<file path="src/rtl/data_ram_rd_arb_if.sv">
// Request, RAM port-B and response signals of the data RAM read arbiter.
// The arbiter uses the slave modport. Requesters, the RAM and the response
// consumer sit on the master side.
interface data_ram_rd_arb_if #(
  parameter int AWIDTH = 12,
  parameter int DWIDTH = 128
);
  logic              req0_valid;
  logic [AWIDTH-1:0] req0_addr;
  logic              req0_ready;
  logic              req1_valid;
  logic [AWIDTH-1:0] req1_addr;
  logic              req1_ready;
  logic              ram_en_b;
  logic              ram_we_b;
  logic [AWIDTH-1:0] ram_addr_b;
  logic              ram_oreg_ce_b;
  logic [DWIDTH-1:0] ram_rd_data_b;
  logic              rsp_valid;
  logic              rsp_id;
  logic [DWIDTH-1:0] rsp_data;
  logic              rsp_ready;
  logic              busy;

  modport slave (
    input  req0_valid, req0_addr, req1_valid, req1_addr, ram_rd_data_b, rsp_ready,
    output req0_ready, req1_ready, ram_en_b, ram_we_b, ram_addr_b, ram_oreg_ce_b,
           rsp_valid, rsp_id, rsp_data, busy
  );

  modport master (
    output req0_valid, req0_addr, req1_valid, req1_addr, ram_rd_data_b, rsp_ready,
    input  req0_ready, req1_ready, ram_en_b, ram_we_b, ram_addr_b, ram_oreg_ce_b,
           rsp_valid, rsp_id, rsp_data, busy
  );
endinterface

</file>
<file path="src/rtl/data_ram_rd_arb.sv">
// Read-port scheduler for the dual-port data RAM.
// Two requesters share RAM port B through round-robin arbitration. A
// RD_LAT-deep pipeline tracks each read's requester id until the RAM data
// arrives. The data is then captured into a response FIFO. Credits
// (FIFO entries plus reads in flight) keep the FIFO from overflowing.
// RD_LAT must be 1 or 2. FIFO_DEPTH must be a power of two of at least RD_LAT+1.
module data_ram_rd_arb #(
  parameter int AWIDTH     = 12,
  parameter int DWIDTH     = 128,
  parameter int RD_LAT     = 2,
  parameter int FIFO_DEPTH = 4
) (
  input logic              clk,
  input logic              resetn,
  data_ram_rd_arb_if.slave bus
);

  localparam int PTR_W = $clog2(FIFO_DEPTH);
  localparam int CNT_W = $clog2(FIFO_DEPTH) + 1;
  localparam logic [CNT_W-1:0] DEPTH_C = CNT_W'(FIFO_DEPTH);

  // Latency pipeline: valid bit and requester id per stage
  logic [RD_LAT-1:0] vld_q;
  logic [RD_LAT-1:0] pid_q;

  // Round-robin pointer and output-register enable flag
  logic last_grant_q;
  logic oreg_ce_q;

  // Response FIFO storage and bookkeeping
  logic [DWIDTH-1:0] fifo_data_q [FIFO_DEPTH];
  logic              fifo_id_q   [FIFO_DEPTH];
  logic [PTR_W-1:0]  wr_ptr_q, wr_ptr_d;
  logic [PTR_W-1:0]  rd_ptr_q, rd_ptr_d;
  logic [CNT_W-1:0]  count_q, count_d;
  logic [CNT_W-1:0]  after_pop;

  // Registered head of the FIFO, driven straight onto rsp_id/rsp_data
  logic [DWIDTH-1:0] head_data_q, head_data_d;
  logic              head_id_q, head_id_d;

  logic [CNT_W-1:0]  inflight;
  logic              can_issue;
  logic              grant;
  logic              grant_id;
  logic              push;
  logic              push_id;
  logic              pop;

  // Count the pipeline stages that carry a read
  always_comb begin
    inflight = '0;
    for (int i = 0; i < RD_LAT; i++) begin
      inflight = inflight + CNT_W'(vld_q[i]);
    end
  end

  // A same-cycle pop is not credited back, so issue stays conservative
  assign can_issue = ({1'b0, count_q} + {1'b0, inflight}) < {1'b0, DEPTH_C};

  // Round-robin grant. It is held off while reset is asserted so the RAM
  // enable and the readies drop as soon as reset goes low.
  always_comb begin
    if (bus.req0_valid && bus.req1_valid) begin
      grant_id = ~last_grant_q;
    end else begin
      grant_id = bus.req1_valid;
    end
    grant = resetn && can_issue && (bus.req0_valid || bus.req1_valid);
  end

  assign bus.req0_ready    = grant && !grant_id;
  assign bus.req1_ready    = grant && grant_id;
  assign bus.ram_en_b      = grant;
  assign bus.ram_we_b      = 1'b0;
  assign bus.ram_addr_b    = grant ? (grant_id ? bus.req1_addr : bus.req0_addr) : '0;
  assign bus.ram_oreg_ce_b = oreg_ce_q;

  // The last pipeline stage lines up with the RAM data
  assign push    = vld_q[RD_LAT-1];
  assign push_id = pid_q[RD_LAT-1];
  assign pop     = (count_q != '0) && bus.rsp_ready;

  // Next FIFO pointers, count and head. The head register keeps its last
  // value once the FIFO drains.
  always_comb begin
    wr_ptr_d    = push ? wr_ptr_q + PTR_W'(1) : wr_ptr_q;
    rd_ptr_d    = pop ? rd_ptr_q + PTR_W'(1) : rd_ptr_q;
    after_pop   = count_q - CNT_W'(pop);
    count_d     = after_pop + CNT_W'(push);
    head_id_d   = head_id_q;
    head_data_d = head_data_q;
    if (after_pop != '0) begin
      head_id_d   = fifo_id_q[rd_ptr_d];
      head_data_d = fifo_data_q[rd_ptr_d];
    end else if (push) begin
      head_id_d   = push_id;
      head_data_d = bus.ram_rd_data_b;
    end
  end

  assign bus.rsp_valid = (count_q != '0);
  assign bus.rsp_id    = head_id_q;
  assign bus.rsp_data  = head_data_q;
  assign bus.busy      = (inflight != '0) || (count_q != '0);

  // Shift grants through the read-latency pipeline
  always_ff @(posedge clk or negedge resetn) begin
    if (!resetn) begin
      vld_q <= '0;
      pid_q <= '0;
    end else begin
      for (int i = RD_LAT - 1; i > 0; i--) begin
        vld_q[i] <= vld_q[i-1];
        pid_q[i] <= pid_q[i-1];
      end
      vld_q[0] <= grant;
      pid_q[0] <= grant_id;
    end
  end

  // Arbitration state, control registers and the FIFO head
  always_ff @(posedge clk or negedge resetn) begin
    if (!resetn) begin
      last_grant_q <= 1'b1;
      oreg_ce_q    <= 1'b0;
      wr_ptr_q     <= '0;
      rd_ptr_q     <= '0;
      count_q      <= '0;
      head_id_q    <= 1'b0;
      head_data_q  <= '0;
    end else begin
      if (grant) begin
        last_grant_q <= grant_id;
      end
      oreg_ce_q   <= 1'b1;
      wr_ptr_q    <= wr_ptr_d;
      rd_ptr_q    <= rd_ptr_d;
      count_q     <= count_d;
      head_id_q   <= head_id_d;
      head_data_q <= head_data_d;
    end
  end

  // FIFO storage. It needs no reset because the pointers decide what is live.
  always_ff @(posedge clk) begin
    if (push) begin
      fifo_data_q[wr_ptr_q] <= bus.ram_rd_data_b;
      fifo_id_q[wr_ptr_q]   <= push_id;
    end
  end

  // The credit scheme must make overflow impossible
  a_no_overflow: assert property (@(posedge clk) disable iff (!resetn)
    !(push && (count_q == DEPTH_C)));

  a_credit_bound: assert property (@(posedge clk) disable iff (!resetn)
    ({1'b0, count_q} + {1'b0, inflight}) <= {1'b0, DEPTH_C});

endmodule

</file>
<file path="src/flat_wrapper.sv">
// flat-port wrapper written by rule: the top's interface ports become plain ports
module data_ram_rd_arb_flat 
#(
  parameter int AWIDTH     = 12,
  parameter int DWIDTH     = 128,
  parameter int RD_LAT     = 2,
  parameter int FIFO_DEPTH = 4
)
  (clk, resetn, bus_req0_valid, bus_req0_addr, bus_req1_valid, bus_req1_addr, bus_ram_rd_data_b, bus_rsp_ready, bus_req0_ready, bus_req1_ready, bus_ram_en_b, bus_ram_we_b, bus_ram_addr_b, bus_ram_oreg_ce_b, bus_rsp_valid, bus_rsp_id, bus_rsp_data, bus_busy);
  data_ram_rd_arb_if #(.AWIDTH(AWIDTH), .DWIDTH(DWIDTH)) bus_i ();
  input logic clk;
  input logic resetn;
  input wire logic [$bits(bus_i.req0_valid)-1:0] bus_req0_valid;
  input wire logic [$bits(bus_i.req0_addr)-1:0] bus_req0_addr;
  input wire logic [$bits(bus_i.req1_valid)-1:0] bus_req1_valid;
  input wire logic [$bits(bus_i.req1_addr)-1:0] bus_req1_addr;
  input wire logic [$bits(bus_i.ram_rd_data_b)-1:0] bus_ram_rd_data_b;
  input wire logic [$bits(bus_i.rsp_ready)-1:0] bus_rsp_ready;
  output wire logic [$bits(bus_i.req0_ready)-1:0] bus_req0_ready;
  output wire logic [$bits(bus_i.req1_ready)-1:0] bus_req1_ready;
  output wire logic [$bits(bus_i.ram_en_b)-1:0] bus_ram_en_b;
  output wire logic [$bits(bus_i.ram_we_b)-1:0] bus_ram_we_b;
  output wire logic [$bits(bus_i.ram_addr_b)-1:0] bus_ram_addr_b;
  output wire logic [$bits(bus_i.ram_oreg_ce_b)-1:0] bus_ram_oreg_ce_b;
  output wire logic [$bits(bus_i.rsp_valid)-1:0] bus_rsp_valid;
  output wire logic [$bits(bus_i.rsp_id)-1:0] bus_rsp_id;
  output wire logic [$bits(bus_i.rsp_data)-1:0] bus_rsp_data;
  output wire logic [$bits(bus_i.busy)-1:0] bus_busy;
  assign bus_i.req0_valid = bus_req0_valid;
  assign bus_i.req0_addr = bus_req0_addr;
  assign bus_i.req1_valid = bus_req1_valid;
  assign bus_i.req1_addr = bus_req1_addr;
  assign bus_i.ram_rd_data_b = bus_ram_rd_data_b;
  assign bus_i.rsp_ready = bus_rsp_ready;
  assign bus_req0_ready = bus_i.req0_ready;
  assign bus_req1_ready = bus_i.req1_ready;
  assign bus_ram_en_b = bus_i.ram_en_b;
  assign bus_ram_we_b = bus_i.ram_we_b;
  assign bus_ram_addr_b = bus_i.ram_addr_b;
  assign bus_ram_oreg_ce_b = bus_i.ram_oreg_ce_b;
  assign bus_rsp_valid = bus_i.rsp_valid;
  assign bus_rsp_id = bus_i.rsp_id;
  assign bus_rsp_data = bus_i.rsp_data;
  assign bus_busy = bus_i.busy;
  data_ram_rd_arb #(.AWIDTH(AWIDTH), .DWIDTH(DWIDTH), .RD_LAT(RD_LAT), .FIFO_DEPTH(FIFO_DEPTH)) u_core (.clk(clk), .resetn(resetn), .bus(bus_i));
endmodule
</file>
<file path="config.mk">
export PLATFORM = sky130hd
export DESIGN_NAME = data_ram_rd_arb_flat
export DESIGN_NICKNAME = d
export VERILOG_FILES = /design/src/rtl/data_ram_rd_arb_if.sv /design/src/rtl/data_ram_rd_arb.sv /design/src/flat_wrapper.sv
export SDC_FILE = /design/constraint.sdc
export NUM_CORES = 1
export LEC_CHECK = 0
export CAP_MARGIN = 20
export CORE_MARGIN = 2
export CORE_UTILIZATION = 62
export CTS_CLUSTER_DIAMETER = 120
export DETAILED_ROUTE_END_ITERATION = 10
export GPL_ROUTABILITY_DRIVEN = 0
export PLACE_DENSITY = 0.86
export SYNTH_ARGS = -nofsm -noshare
export SYNTH_HDL_FRONTEND = slang
export SYNTH_SLANG_ARGS = --single-unit
</file>
<file path="constraint.sdc">
create_clock -name clk -period 13.2 [get_ports clk]
set_input_delay 1.32 -clock clk [delete_from_list [all_inputs] [get_ports clk]]
set_output_delay 1.32 -clock clk [all_outputs]
set_load 0.03 [all_outputs]
</file>
==> impl_metrics.env, run 1 <==
export IMPL_status="finished, final reports clean"
export IMPL_total_power_mw=8.80
export IMPL_multiInputGateArea_um2=9570
export IMPL_drc=0
export IMPL_postPlaceCellArea_um2=33300
export IMPL_worstPathArrival_ps=4270
export IMPL_synth_avg_cell_area_um2=13.3
export IMPL_finalSetupTns_ps=0
export IMPL_yosys_area_top_type="edfxtp_1"
export IMPL_start_util=0.629
export IMPL_crit_type="input pin to output pin"
export IMPL_htree_levels=3
export IMPL_async_reset_ff_frac=0.216
export IMPL_hold_class="register to register"
export IMPL_ctsHoldBuffers=0
export IMPL_final_util=0.743
export IMPL_yosysSeqAreaShare=0.633
export IMPL_regArea_um2=19100
export IMPL_path_clk_slew_ps=60
export IMPL_cp_end_kind="output pin"
export IMPL_worst_pin_slew_ps=1160
export IMPL_grt_total_usage=0.344
export IMPL_final_area_um2=35500
export IMPL_cts_repair_resized=0
export IMPL_fin_ws_ps=7610
export IMPL_antenna_left=0
export IMPL_synth_edff_count=516
export IMPL_fmax_mhz=179
export IMPL_dp_hpwl_um=45900
export IMPL_viasPerCell=7.36
export IMPL_ir_drop_uv=165
export IMPL_io_buffers=303
export IMPL_period_minus_slack_ps=5590
export IMPL_clockBufferDepth=3
export IMPL_dieArea_um2=50300
export IMPL_fin_worst_skew_ps=15.0
export IMPL_synth_commonest_cells="edfxtp_1 (516), clkbuf_1 (201), dfrtp_1 (141), inv_1 (138), nor3_1 (130)"
export IMPL_synth_seq_cells=658
export IMPL_cts_buffers=68
export IMPL_antenna_found_initial=13
export IMPL_coreArea_um2=47800
export IMPL_post_place_ws_ps=7290
export IMPL_startpoint_type="input pin"
export IMPL_fillers=2878
export IMPL_grt_pass1_wl_um=133000
export IMPL_rsz0062_at_grt="no"
export IMPL_fin_crit_sh=0.423
export IMPL_grt_max_degree=111
export IMPL_max_cap_violations=0
export IMPL_wire_per_inst_um=28.3
export IMPL_cp_max_fo=55
export IMPL_synth_cells=2271
export IMPL_synth_area_um2=30100
export IMPL_grt_overflow_total=0
export IMPL_synth_top_area_frac=0.515
export IMPL_syn2layout_area_growth_pct=18.0
export IMPL_grt_pass1_vias=23400
export IMPL_worst_skew_pair_late_latency_ps=600
export IMPL_worstPathRequired_ps=11880
export IMPL_synthesis_nets=2439
export IMPL_synth_most_common_cell="edfxtp_1"
export IMPL_slew_headroom=0.223
export IMPL_yosysWarnings=0
export IMPL_cts_tree="done"
export IMPL_drt_iter0_markers=3071
export IMPL_leakagePower_nw=11.5
export IMPL_die_height_um=224
export IMPL_maxSlewViolCount=0
export IMPL_chipWidth_um=224
export IMPL_cts_setup_buffers=0
export IMPL_dr_pass1_iters=8
export IMPL_synth_cell_types=37
export IMPL_finalHoldViolCount=0
export IMPL_vias=22900
export IMPL_synth_area_top_cells="edfxtp_1 (51%), dfrtp_1 (12%), mux2i_1 (4.3%)"
export IMPL_ys_dominant_reg_cell="edfxtp_1"
export IMPL_num_rows=80
export IMPL_rrSetupSlack_ps=8430
export IMPL_wirelength_um=88000
export IMPL_finalSetupViolCount=0
export IMPL_final_nets=2595
export IMPL_drive_gt1_frac=0.0633
export IMPL_cellPowerDensity_nw_per_um2=247
export IMPL_io_pins=305
export IMPL_root_buffer="clkbuf_16"
export IMPL_cts_sinks=658
## metal layers
layer | GRT usage | vias up | part of all wire
met3 | 0.0592 | 280 | 0.10
met5 | 0 | - | 0.00050
li1 | - | 9502 | -
met2 | 0.563 | 1731 | 0.49
met4 | 0.187 | 6 | 0.043
met1 | 0.443 | 11300 | 0.36
## report_power, final
| part | switching, mW | internal [mW] | leakage [nW] |
|---|---|---|---|
| Combinational | 2.44 | 1.40 | 4.13 |
| Sequential | 0.332 | 2.71 | 6.31 |
| Clock | 0.789 | 1.12 | 1.09 |
| Total | 3.56 | 5.24 | 11.5 |
## registers in the layout, summed over array words and instances (netlist names)
name and cells:
u_core.bus.rsp_data 128, u_core.last_grant_q 1, u_core.pid_q 2, u_core.fifo_id_q 4, u_core.bus.rsp_id 1, u_core.wr_ptr_q 2
u_core.rd_ptr_q 2, u_core.bus.ram_oreg_ce_b 1, u_core.count_q 3, u_core.vld_q 2, u_core.fifo_data_q 512
## path summary, 6_finish.rpt
check / startpoint / end / cells past startpoint
worst min register to register: u_core.pid_q[0] / u_core.pid_q[1] / 0
max in group asynchronous: resetn / u_core.bus.rsp_data[10] / 2
worst max-delay path: resetn / bus_ram_addr_b[4] / 6
min in group asynchronous: resetn / u_core.bus.rsp_data[36] / 1
worst max register to register: u_core.count_q[1] / u_core.bus.rsp_data[126] / 10
worst min-delay path: u_core.pid_q[0] / u_core.pid_q[1] / 0
## stage by stage
step                hold WS, ps  cells
CTS                         376   3095
global placement            358   2971
floorplan                   331   2271
detailed placement          360   2971
finish                      379   3107
global route                384   3105
## cell usage in the layout (no fill, tap or decap), drive strengths merged, types with 2 or more instances in the layout
cell type,count
o311ai,130
ha,11
inv,139
nor3b,129
clkdlybuf4s50,302
o32ai,129
dfrtp,141
edfxtp,516
nor2,3
a211oi,129
bufinv,3
xor2,2
o21a,129
nand2,2
mux2i,129
or3,129
xnor2,3
buf,43
clkinv,18
diode,11
nor3,130
nor2b,2
and2,5
a2111oi,129
conb,2
clkbuf,103
a22o,12
## logic make-up after synthesis
family          after synthesis  share of synthesized area
flops                       658                      0.633
buf+inv                     399                     0.0519
other cells                   2                   0.000249
mux                         129                     0.0429
compound gates              662                      0.182
simple gates                405                     0.0842
fa+ha+maj                    11                    0.00457
xor+xnor                      5                    0.00145
## critical path, cell delays in order
cell and delay (ps):
buf_6 530, or3b_1 400, a311oi_1 570, and2b_1 520, a22o_1 230, clkdlybuf4s50_1 670
## layout make-up
cell class | count | share of cell area
Sequential cell | 658 | 0.536
Multi-Input combinational cell | 1214 | 0.269
Timing Repair Buffer | 345 | 0.0948
Clock buffer | 103 | 0.0574
Tap cell | 615 | 0.0217
Inverter | 140 | 0.0150
Clock inverter | 21 | 0.00486
Antenna cell | 11 | 0.000775
No activity file was read; power rests on OpenSTA's default activity.
==> inputs of run 2 (changes only) <==
--- a/config.mk
+++ b/config.mk
@@ -7,11 +7,11 @@
 export LEC_CHECK = 0
 export CAP_MARGIN = 20
 export CORE_MARGIN = 2
-export CORE_UTILIZATION = 62
+export CORE_UTILIZATION = 57
 export CTS_CLUSTER_DIAMETER = 120
 export DETAILED_ROUTE_END_ITERATION = 10
 export GPL_ROUTABILITY_DRIVEN = 0
-export PLACE_DENSITY = 0.86
+export PLACE_DENSITY = 0.8
 export SYNTH_ARGS = -nofsm -noshare
 export SYNTH_HDL_FRONTEND = slang
 export SYNTH_SLANG_ARGS = --single-unit
==> constraint.sdc (replaced) <==
create_clock -name clk -period 5.63 [get_ports clk]
set_input_delay 0.563 -clock clk [delete_from_list [all_inputs] [get_ports clk]]
set_output_delay 0.563 -clock clk [all_outputs]
set_load 0.03 [all_outputs]
==> impl_metrics.env, run 2 (synthesis gave the netlist of run 1 again) <==
export IMPL_p_int_mw=12.3
export IMPL_coreArea_um2=52400
export IMPL_finalHoldViolCount=0
export IMPL_htree_levels=3
export IMPL_largest_register_ffs=512
export IMPL_dieArea_um2=54700
export IMPL_syn2layout_area_growth_pct=18.7
export IMPL_slew_headroom=0.153
export IMPL_cpMostUsedCell="ha_1"
export IMPL_cts_tree="done"
export IMPL_cts_sinks=658
export IMPL_fin_crit_sh=0.812
export IMPL_layout_commonest_cell="edfxtp_1"
export IMPL_startpoint_type="register"
export IMPL_drt_iter0_markers=2752
export IMPL_hold_class="register to register"
export IMPL_start_util=0.574
export IMPL_antenna_left=0
export IMPL_cellPowerDensity_nw_per_um2=580
export IMPL_path_cells="ha_1, ha_1, or3b_1, a311oi_1, and2b_1, a22o_1, clkdlybuf4s50_1"
export IMPL_pwr_share_clk=0.216
export IMPL_max_cap_violations=0
export IMPL_final_cell_mix="edfxtp_1 (516), clkdlybuf4s50_1 (302), inv_1 (138), dfrtp_1 (138), nor3_1 (130)"
export IMPL_min_delay_start="u_core.pid_q[0]"
export IMPL_dr_pass1_iters=5
export IMPL_chipWidth_um=234
export IMPL_finalSetupTns_ps=0
export IMPL_cts_repair_resized=0
export IMPL_fillers=3538
export IMPL_worst_path_largest_cell_delay_ps=690
export IMPL_cp_max_fo=28
export IMPL_maxSlewViolCount=0
export IMPL_cp_slowest_cell="dfrtp_4"
export IMPL_grt_use_met2=0.530
export IMPL_grt_overflow_total=0
export IMPL_ctsHoldBuffers=1
export IMPL_met3_usage=0.0631
export IMPL_die_height_um=234
export IMPL_worst_skew_pair_late_latency_ps=600
export IMPL_viasPerCell=7.10
export IMPL_cts_buffers=67
export IMPL_cts_setup_buffers=0
export IMPL_final_nets=2590
export IMPL_clockBufferDepth=3
export IMPL_top_usage_layer="met2"
export IMPL_seq_power_share=0.339
export IMPL_grt_pass1_vias=23500
export IMPL_postPlaceCellArea_um2=33500
export IMPL_largest_register="u_core.fifo_data_q"
export IMPL_p_sw_mw=8.39
export IMPL_drc=0
export IMPL_combPwrFrac=0.445
export IMPL_crit_path_start="u_core.vld_q[1]"
export IMPL_finalSetupViolCount=0
export IMPL_root_buffer="clkbuf_16"
export IMPL_path_clk_slew_ps=60
export IMPL_wire_per_inst_um=28.1
export IMPL_period_minus_slack_ps=4570
export IMPL_rsz0062_at_grt="no"
export IMPL_final_area_um2=35700
export IMPL_wirelength_um=89300
export IMPL_grt_pass1_wl_um=136000
export IMPL_io_buffers=303
export IMPL_num_rows=84
export IMPL_worstPathRequired_ps=5070
export IMPL_io_pins=305
export IMPL_grt_max_degree=260
export IMPL_r2r_start="u_core.count_q[1]"
export IMPL_grt_total_usage=0.323
export IMPL_status="finished, final reports clean"
export IMPL_dp_hpwl_um=45000
export IMPL_antenna_found_initial=15
export IMPL_switching_share=0.405
export IMPL_cp_end_kind="output pin"
export IMPL_fin_worst_skew_ps=14.8
export IMPL_crit_type="register to output pin"
export IMPL_worstPathArrival_ps=4010
export IMPL_grt_use_met1=0.412
export IMPL_leakagePower_nw=11.6
export IMPL_fmax_mhz=219
export IMPL_drive_gt1_frac=0.0627
export IMPL_worst_pin_slew_ps=1270
export IMPL_ir_drop_uv=770
export IMPL_vias=22600
run 2: worst paths after layout:
path                                       endpoint  slack [ps]  cells after the start
setup / recovery                  bus_ram_addr_b[4]        1060                      7
max in group asynchronous  u_core.bus.rsp_data[119]        2970                      4
setup reg to reg            u_core.bus.rsp_data[11]        1910                      9
hold reg to reg                     u_core.pid_q[1]         360                      0
min in group asynchronous   u_core.bus.rsp_data[35]         470                      2
hold / removal                      u_core.pid_q[1]         360                      0
run 2: per-stage QoR:
stage | setup WS (ps) | power [mW] | hold WS (ps) | utilization | std cells
2_1_floorplan | 1170 | 12.8 | 267 | - | 2271
3_3_place_gp | 1630 | 15.7 | 346 | 0.638 | 3040
6_report | 1060 | 20.7 | 360 | 0.681 | 3176
3_5_place_dp | 1470 | 16.1 | 350 | 0.638 | 3040
4_1_cts | 1030 | 20.6 | 356 | 0.681 | 3162
5_1_grt | 843 | 21.6 | 361 | 0.681 | 3173
run 2: final cells by class:
cell class,instances,area [um^2],share of cell area
multi-input combinational,1214,9570,0.268
antenna,14,35.0,0.000980
tap,688,861,0.0241
clock inverter,22,185,0.00518
sequential,658,19100,0.533
timing repair buffer,341,3470,0.0972
inverter,140,533,0.0149
clock buffer,99,2010,0.0564
run 2: layer usage:
| metal | share of wire | vias to the layer above |
|---|---|---|
| li1 | - | 9494 |
| met1 | 0.38 | 11400 |
| met2 | 0.49 | 1452 |
| met3 | 0.095 | 222 |
| met4 | 0.036 | 6 |
| met5 | 0.00046 | - |
run 2: worst max-delay path: cells and delay by family, from the launching register on:
family,cells,cell delay [ps]
fa+ha+maj,2,450
compound gates,2,700
flops,1,690
simple gates,2,860
buf+inv,1,690
run 2: power by group through the flow:
stage | sequential [mW] | clock, mW | combinational [mW]
2_1_floorplan | 7.80 | 0 | 5.01
3_3_place_gp | 7.04 | 0 | 8.70
3_5_place_dp | 7.05 | 0 | 9.07
4_1_cts | 6.99 | 4.51 | 9.11
5_1_grt | 7.09 | 4.71 | 9.75
6_report | 7.02 | 4.48 | 9.22
